<file path="src/rtl/regfile_pkg.sv">
// Shared types, default widths and the byte-merge helper for the
// parametrised register file and its dump controller.
package regfile_pkg;

  localparam int DEF_DATA_W = 32;
  localparam int DEF_ADDR_W = 5;
  localparam int DEF_NUM_RD = 2;

  typedef enum logic [0:0] {
    DUMP_IDLE   = 1'b0,
    DUMP_STREAM = 1'b1
  } dump_state_e;

  // Merge one byte lane: enabled lanes take the incoming byte, others keep
  // the stored byte. Used by the write path, read bypass and dump capture.
  function automatic logic [7:0] byte_merge(
    input logic [7:0] old_byte,
    input logic [7:0] wr_byte,
    input logic       be
  );
    logic [7:0] res;
    if (be) begin
      res = wr_byte;
    end else begin
      res = old_byte;
    end
    return res;
  endfunction

endpackage

</file>
<file path="src/rtl/regfile_dump_ctrl.sv">
// Dump streaming controller: walks every register index once per request,
// presenting one valid/ready beat per index, and tells the top which index
// to capture into the dump data register on each edge.
module regfile_dump_ctrl
  import regfile_pkg::*;
#(
  parameter int ADDR_W = DEF_ADDR_W
) (
  input  logic              i_clk,
  input  logic              i_rst_n,
  input  logic              i_dump_req,
  input  logic              i_dump_ready,
  output logic              o_dump_valid,
  output logic              o_dump_last,
  output logic              o_dump_busy,
  output logic [ADDR_W-1:0] o_dump_idx,
  output logic              o_cap_en,
  output logic [ADDR_W-1:0] o_cap_idx
);

  localparam logic [ADDR_W-1:0] LAST_IDX = '1;

  dump_state_e       state_r;
  dump_state_e       state_nxt_s;
  logic [ADDR_W-1:0] idx_r;
  logic [ADDR_W-1:0] idx_nxt_s;
  logic              valid_r;
  logic              last_r;
  logic              cap_en_s;
  logic [ADDR_W-1:0] cap_idx_s;

  // Next-state, next-index and capture strobe for the dump walk.
  always_comb begin
    state_nxt_s = state_r;
    idx_nxt_s   = idx_r;
    cap_en_s    = 1'b0;
    cap_idx_s   = idx_r;
    case (state_r)
      DUMP_IDLE: begin
        if (i_dump_req) begin
          state_nxt_s = DUMP_STREAM;
          idx_nxt_s   = '0;
          cap_en_s    = 1'b1;
          cap_idx_s   = '0;
        end else begin
          state_nxt_s = DUMP_IDLE;
          idx_nxt_s   = idx_r;
        end
      end
      DUMP_STREAM: begin
        if (i_dump_ready) begin
          if (idx_r == LAST_IDX) begin
            state_nxt_s = DUMP_IDLE;
            idx_nxt_s   = '0;
          end else begin
            idx_nxt_s   = idx_r + ADDR_W'(1);
            cap_en_s    = 1'b1;
            cap_idx_s   = idx_r + ADDR_W'(1);
          end
        end else begin
          // Backpressure: beat contents stay frozen.
          state_nxt_s = DUMP_STREAM;
          idx_nxt_s   = idx_r;
        end
      end
      default: begin
        state_nxt_s = DUMP_IDLE;
        idx_nxt_s   = '0;
      end
    endcase
  end

  // State, index and registered handshake outputs; reset aborts any dump.
  always_ff @(posedge i_clk) begin
    if (!i_rst_n) begin
      state_r <= DUMP_IDLE;
      idx_r   <= '0;
      valid_r <= 1'b0;
      last_r  <= 1'b0;
    end else begin
      state_r <= state_nxt_s;
      idx_r   <= idx_nxt_s;
      valid_r <= (state_nxt_s == DUMP_STREAM);
      last_r  <= (state_nxt_s == DUMP_STREAM) && (idx_nxt_s == LAST_IDX);
    end
  end

  assign o_dump_valid = valid_r;
  assign o_dump_busy  = valid_r;
  assign o_dump_last  = last_r;
  assign o_dump_idx   = idx_r;
  assign o_cap_en     = cap_en_s;
  assign o_cap_idx    = cap_idx_s;

endmodule

</file>
<file path="src/rtl/param_regfile_dump.sv">
// Parametrised general-purpose register file with byte-enable writes,
// optional write-to-read bypass, optional hardwired zero register and a
// valid/ready register-dump stream for trace capture.
module param_regfile_dump
  import regfile_pkg::*;
#(
  parameter int DATA_W   = DEF_DATA_W,
  parameter int ADDR_W   = DEF_ADDR_W,
  parameter int NUM_RD   = DEF_NUM_RD,
  parameter bit ZERO_REG = 1'b1,
  parameter bit BYPASS   = 1'b1
) (
  input  logic                     i_clk,
  input  logic                     i_rst_n,
  input  logic                     i_we,
  input  logic [ADDR_W-1:0]        i_waddr,
  input  logic [DATA_W-1:0]        i_wdata,
  input  logic [DATA_W/8-1:0]      i_wbe,
  input  logic [NUM_RD*ADDR_W-1:0] i_raddr,
  output logic [NUM_RD*DATA_W-1:0] o_rdata,
  input  logic                     i_dump_req,
  output logic                     o_dump_valid,
  input  logic                     i_dump_ready,
  output logic [ADDR_W-1:0]        o_dump_idx,
  output logic [DATA_W-1:0]        o_dump_data,
  output logic                     o_dump_last,
  output logic                     o_dump_busy
);

  localparam int DEPTH = 2 ** ADDR_W;
  localparam int NB    = DATA_W / 8;

  logic [DATA_W-1:0] mem_r [DEPTH];
  logic [DATA_W-1:0] wmerge_s;
  logic              wr_en_s;
  logic              cap_en_s;
  logic [ADDR_W-1:0] cap_idx_s;
  logic [DATA_W-1:0] dump_data_r;

  // Lookup slots: one per read port plus a final slot for dump capture, so
  // the dump observes exactly the same zero/bypass rule as the read ports.
  logic [ADDR_W-1:0] rd_addr_s [NUM_RD+1];
  logic [DATA_W-1:0] rd_val_s  [NUM_RD+1];

  // Merged write value: enabled bytes from write data, the rest from storage.
  always_comb begin
    wmerge_s = '0;
    for (int b = 0; b < NB; b++) begin
      wmerge_s[8*b +: 8] = byte_merge(mem_r[i_waddr][8*b +: 8], i_wdata[8*b +: 8], i_wbe[b]);
    end
  end

  // Writes to the hardwired zero register are dropped.
  assign wr_en_s = i_we && !(ZERO_REG && (i_waddr == '0));

  // Register array update; reset clears every entry.
  always_ff @(posedge i_clk) begin
    for (int i = 0; i < DEPTH; i++) begin
      if (!i_rst_n) begin
        mem_r[i] <= '0;
      end else if (wr_en_s && (i_waddr == ADDR_W'(i))) begin
        mem_r[i] <= wmerge_s;
      end else begin
        mem_r[i] <= mem_r[i];
      end
    end
  end

  // Unpack read addresses and append the dump capture index.
  always_comb begin
    for (int p = 0; p < NUM_RD; p++) begin
      rd_addr_s[p] = i_raddr[p*ADDR_W +: ADDR_W];
    end
    rd_addr_s[NUM_RD] = cap_idx_s;
  end

  for (genvar p = 0; p <= NUM_RD; p++) begin : g_rd
    assign rd_val_s[p] = (ZERO_REG && (rd_addr_s[p] == '0))             ? '0 :
                         (BYPASS && i_we && (rd_addr_s[p] == i_waddr)) ? wmerge_s :
                                                                         mem_r[rd_addr_s[p]];
  end

  // Pack the per-port read values onto the output bus.
  always_comb begin
    o_rdata = '0;
    for (int p = 0; p < NUM_RD; p++) begin
      o_rdata[p*DATA_W +: DATA_W] = rd_val_s[p];
    end
  end

  regfile_dump_ctrl #(
    .ADDR_W (ADDR_W)
  ) u_dump_ctrl (
    .i_clk        (i_clk),
    .i_rst_n      (i_rst_n),
    .i_dump_req   (i_dump_req),
    .i_dump_ready (i_dump_ready),
    .o_dump_valid (o_dump_valid),
    .o_dump_last  (o_dump_last),
    .o_dump_busy  (o_dump_busy),
    .o_dump_idx   (o_dump_idx),
    .o_cap_en     (cap_en_s),
    .o_cap_idx    (cap_idx_s)
  );

  // Dump data register: loads the next beat's value, holds under backpressure.
  always_ff @(posedge i_clk) begin
    if (!i_rst_n) begin
      dump_data_r <= '0;
    end else if (cap_en_s) begin
      dump_data_r <= rd_val_s[NUM_RD];
    end else begin
      dump_data_r <= dump_data_r;
    end
  end

  assign o_dump_data = dump_data_r;

endmodule

</file>
<file path="config.mk">
export PLATFORM = sky130hd
export DESIGN_NAME = param_regfile_dump
export DESIGN_NICKNAME = d
export VERILOG_FILES = /design/src/rtl/regfile_pkg.sv /design/src/rtl/regfile_dump_ctrl.sv /design/src/rtl/param_regfile_dump.sv
export SDC_FILE = /design/constraint.sdc
export NUM_CORES = 2
export LEC_CHECK = 0
export BUFFER_PORTS_ARGS = -buffer_cell sky130_fd_sc_hd__buf_2
export CAP_MARGIN = 20
export CORE_MARGIN = 2
export CORE_UTILIZATION = 25
export CTS_CLUSTER_SIZE = 10
export DETAILED_ROUTE_END_ITERATION = 16
export PLACE_DENSITY = 0.51
export REMOVE_ABC_BUFFERS = 1
export SYNTH_ARGS = -nofsm -noshare
export SYNTH_HDL_FRONTEND = slang
export SYNTH_SLANG_ARGS = --single-unit
</file>
<file path="constraint.sdc">
create_clock -name i_clk -period 4.8 [get_ports i_clk]
set_clock_uncertainty 0.15 [all_clocks]
set_input_delay 0.48 -clock i_clk [delete_from_list [all_inputs] [get_ports i_clk]]
set_output_delay 0.48 -clock i_clk [all_outputs]
set_load 0.03 [all_outputs]
</file>
==> metrics <==
average footprint of a synthesized cell 13.2 um^2; parity-gate share of the synthesized area counting xor and xnor cells 0.00177; yosys warns 0; Via-to-Cell Ratio 5.96; Max-slew headroom 0.208; P_leak 0.0286 uW; Max Root-Sink Buffers 3; Finished Layout Cells 9,595; half-perimeter wire length after placement 214,000 um; largest family of logic cells by synthesized area multiplexers; Slowest cell on crit path sky130_fd_sc_hd__o311ai_0; largest net degree at the start of global routing 81; total die area 299,000 um^2; post-synthesis mux area share 0.366; setup bufs post-CTS 0; sequential-to-total area share from yosys stat 0.429; CP arrival 5.08 ns; 1st-iter DRT viols 8,631; kind of critical path flip-flop to flip-flop; max-cap viol count 0; Horiz. Die Dim 547 um; main flop type after synthesis sky130_fd_sc_hd__edfxtp_1; clock sinks 1,063; ratio of total power to cell area 302 nW/um^2; die height 547 um; fraction of the mapped netlist area in compound gates 0.0551; leftover overflow at the end of global routing 0; cell breakdown of the critical path ha_1 -> nand3_1 -> inv_1 -> ha_1 -> and4b_2 -> a211o_4 -> buf_12 -> buf_12 -> nand2_1 -> and3_1 -> o311ai_0 -> o2111ai_1 -> o221ai_2; global router's overall resource usage 0.227; fin crit share 0.942; total power after layout 25,600 uW; routed length per instance 36.2 um; final wirelength 347,000 um; Hold Slack 0.0683 ns; final hold violations 0; number of optimization iterations in the first detailed-route pass 7; initial cell density of the core 0.251; number of global-route vias before repair 55,054; transition time of the tightest slew-check pin 1.19 ns; DRC errors left 0; area of the mapped netlist 73,600 um^2; number of slew-limit violations in the final report 0; required time at the worst-slack endpoint 5.36 ns; clock insertion delay at the later pin of the skew report 0.81 ns; flip-flop and latch count after synthesis 1,063; standard-cell row count 199; residual antenna-violating net count after detailed routing 0; Routability Congestion 0.893; TritonCTS clock tree yes; buffer cell driving the clock tree root sky130_fd_sc_hd__clkbuf_16; routed vias 57,217; placeable core area 293,000 um^2; Peak VDD IR 0.000406 V; area growth from synthesis to layout 15.0%; maximum single-stage delay on the critical path 0.62 ns; CTS clock-pin slew for the worst setup and hold paths 0.06 ns; layout cell share with drive strength beyond 1 0.340; Layout fillers 29,755; initial antenna violation count 18; Netlist cell types 77; number of buffers created by CTS 131; final-stage net count 5,627; top achievable clock speed 221 MHz; H-tree depth reported by CTS 4; post-synthesis share of cell area spent on and, or, nand and nor gates 0.101; path category of the worst min-delay check input port to flip-flop; unrepaired setup endpoints after global routing false; number of placed I/O pins 160; Crit. End Element flip-flop; Async SR Flop Fraction 0; result of the run complete, no violations; number of buffers added on ports 159; total placed cells including tap cells 9,348; post-layout min period 4.52 ns; Synth Area in Adders 0.000680; largest fanout on the critical path 54; global-route wire length before repair 473,000 um; cell count after synthesis 5,594; number of flops mapped to enable cells by yosys 1,024; final number of setup-violating endpoints 0; category of the worst setup path launch point flip-flop
==> where the power goes <==
| part | switching (uW) | internal (uW) | total [uW] |
|---|---|---|---|
| Sequential | 370 | 10500 | 10900 |
| Clock | 4290 | 5390 | 9690 |
| Combinational | 3000 | 1990 | 4980 |
| Total | 7660 | 17900 | 25600 |
==> metrics by stage <==
stage	setup TNS (ns)	instance area [um^2]	utilization	worst slack [ns]
global placement	0	80600	0.275	0.469
global route	0	84600	0.289	0.185
finish	0	84600	0.289	0.279
detailed placement	0	80600	0.275	0.464
CTS	0	84600	0.289	0.406
floorplan	-439.32	70400	-	-14.75
==> flip-flops by register name, summed over array words and instances, names as in the netlist <==
register,count
u_dump_ctrl.o_dump_last,1
u_dump_ctrl.o_dump_idx,5
o_dump_data,32
u_dump_ctrl.state_r,1
mem_r,1024
==> final cells by class <==
type	count	area, um^2	area share
timing repair buffer	514	4630	0.0547
clock buffer	216	3790	0.0448
multi-input combinational	3821	39500	0.466
tap	3919	4900	0.0579
antenna	7	17.5	0.000207
sequential	1063	31500	0.373
clock inverter	19	161	0.00191
inverter	36	136	0.00161
==> cells in the final DEF, fill, tap and decap left out, drive strengths merged, types with 6 or more instances in the layout <==
cell	instances
nor2b	41
inv	44
o21ai	39
clkinv	10
clkbuf	216
mux2i	367
nor3	14
o211ai	30
dfxtp	39
o311ai	26
mux4	964
nor2	1087
mux2	140
xnor2	6
diode	7
a2111oi	29
a221oi	8
a2bb2oi	6
o221ai	56
edfxtp	1024
o31ai	11
xor2	8
o2111ai	28
a311o	26
buf	509
nand2	491
a31oi	54
nand3	47
conb	32
a21oi	40
and3	110
o22ai	29
a211oi	63
==> Yosys cell counts, drive strengths merged, types with 5 or more instances <==
cell type  number  area, um^2
nor2         1087        4080
edfxtp       1024       30700
mux4          964       21700
nand2         491        1840
buf           375        2060
mux2i         367        3670
clkbuf        330        1240
mux2          140        1580
and3          110         688
a211oi         63         478
o221ai         56         647
a31oi          54         338
nand3          47         240
nor2b          41         257
a21oi          40         482
dfxtp          39         781
o21ai          39         206
inv            35         131
o211ai         30         230
a2111oi        29         254
o22ai          29         181
o2111ai        28         245
a311o          26         260
o311ai         26         228
nor3           14        70.1
o31ai          11        82.6
a221oi          8        70.1
xor2            8        70.1
a2bb2oi         6        52.6
xnor2           6        60.1
and2            5        31.3
nand2b          5        31.3
nand4           5        31.3
==> logic make-up (layout without fill, tap and decap cells) <==
| kind of cell | after synthesis | count (layout) |
|---|---|---|
| AND/OR/NAND/NOR | 1823 | 1823 |
| multiplexers | 1471 | 1471 |
| flip-flops | 1063 | 1063 |
| buffers and inverters | 741 | 785 |
| AO/OA/AOI/OAI | 477 | 477 |
| XOR/XNOR | 14 | 14 |
| adder cells (fa/ha/maj) | 4 | 4 |
| other | 1 | 39 |
==> repair_timing <==
item | in CTS | in global routing
endpoints found under the hold margin | 16 | 0
resized for setup | 0 | 0
hold buffers | 5 | 0
==> path summary, 6_finish.rpt <==
check | startpoint | to | slack [ns] | depth (start not counted)
max | u_dump_ctrl.o_dump_idx[1]$_SDFF_PN0_ | o_dump_data[8]$_SDFFE_PN0P_ | 0.28 | 13
min | i_wdata[3] | mem_r[3][3]$_SDFFCE_PN0P_ | 0.07 | 3
max reg2reg | u_dump_ctrl.o_dump_idx[1]$_SDFF_PN0_ | o_dump_data[8]$_SDFFE_PN0P_ | 0.28 | 13
min reg2reg | o_dump_data[6]$_SDFFE_PN0P_ | o_dump_data[6]$_SDFFE_PN0P_ | 0.32 | 2
==> per-layer routing <==
| layer | share of wire | global-route usage | vias up |
|---|---|---|---|
| li1 | - | - | 21913 |
| met1 | 0.37 | 0.300 | 29677 |
| met2 | 0.43 | 0.337 | 4739 |
| met3 | 0.14 | 0.0715 | 870 |
| met4 | 0.054 | 0.106 | 18 |
| met5 | 0.00030 | 0 | - |
==> worst max-delay path, delay by kind of cell, from the launching register on <==
| kind | cells | cell delay, ns |
|---|---|---|
| simple gates | 4 | 0.97 |
| flops | 1 | 0.36 |
| compound gates | 4 | 1.58 |
| fa+ha+maj | 2 | 0.49 |
| buf+inv | 3 | 0.75 |
No activity file was read; power rests on OpenSTA's default activity.
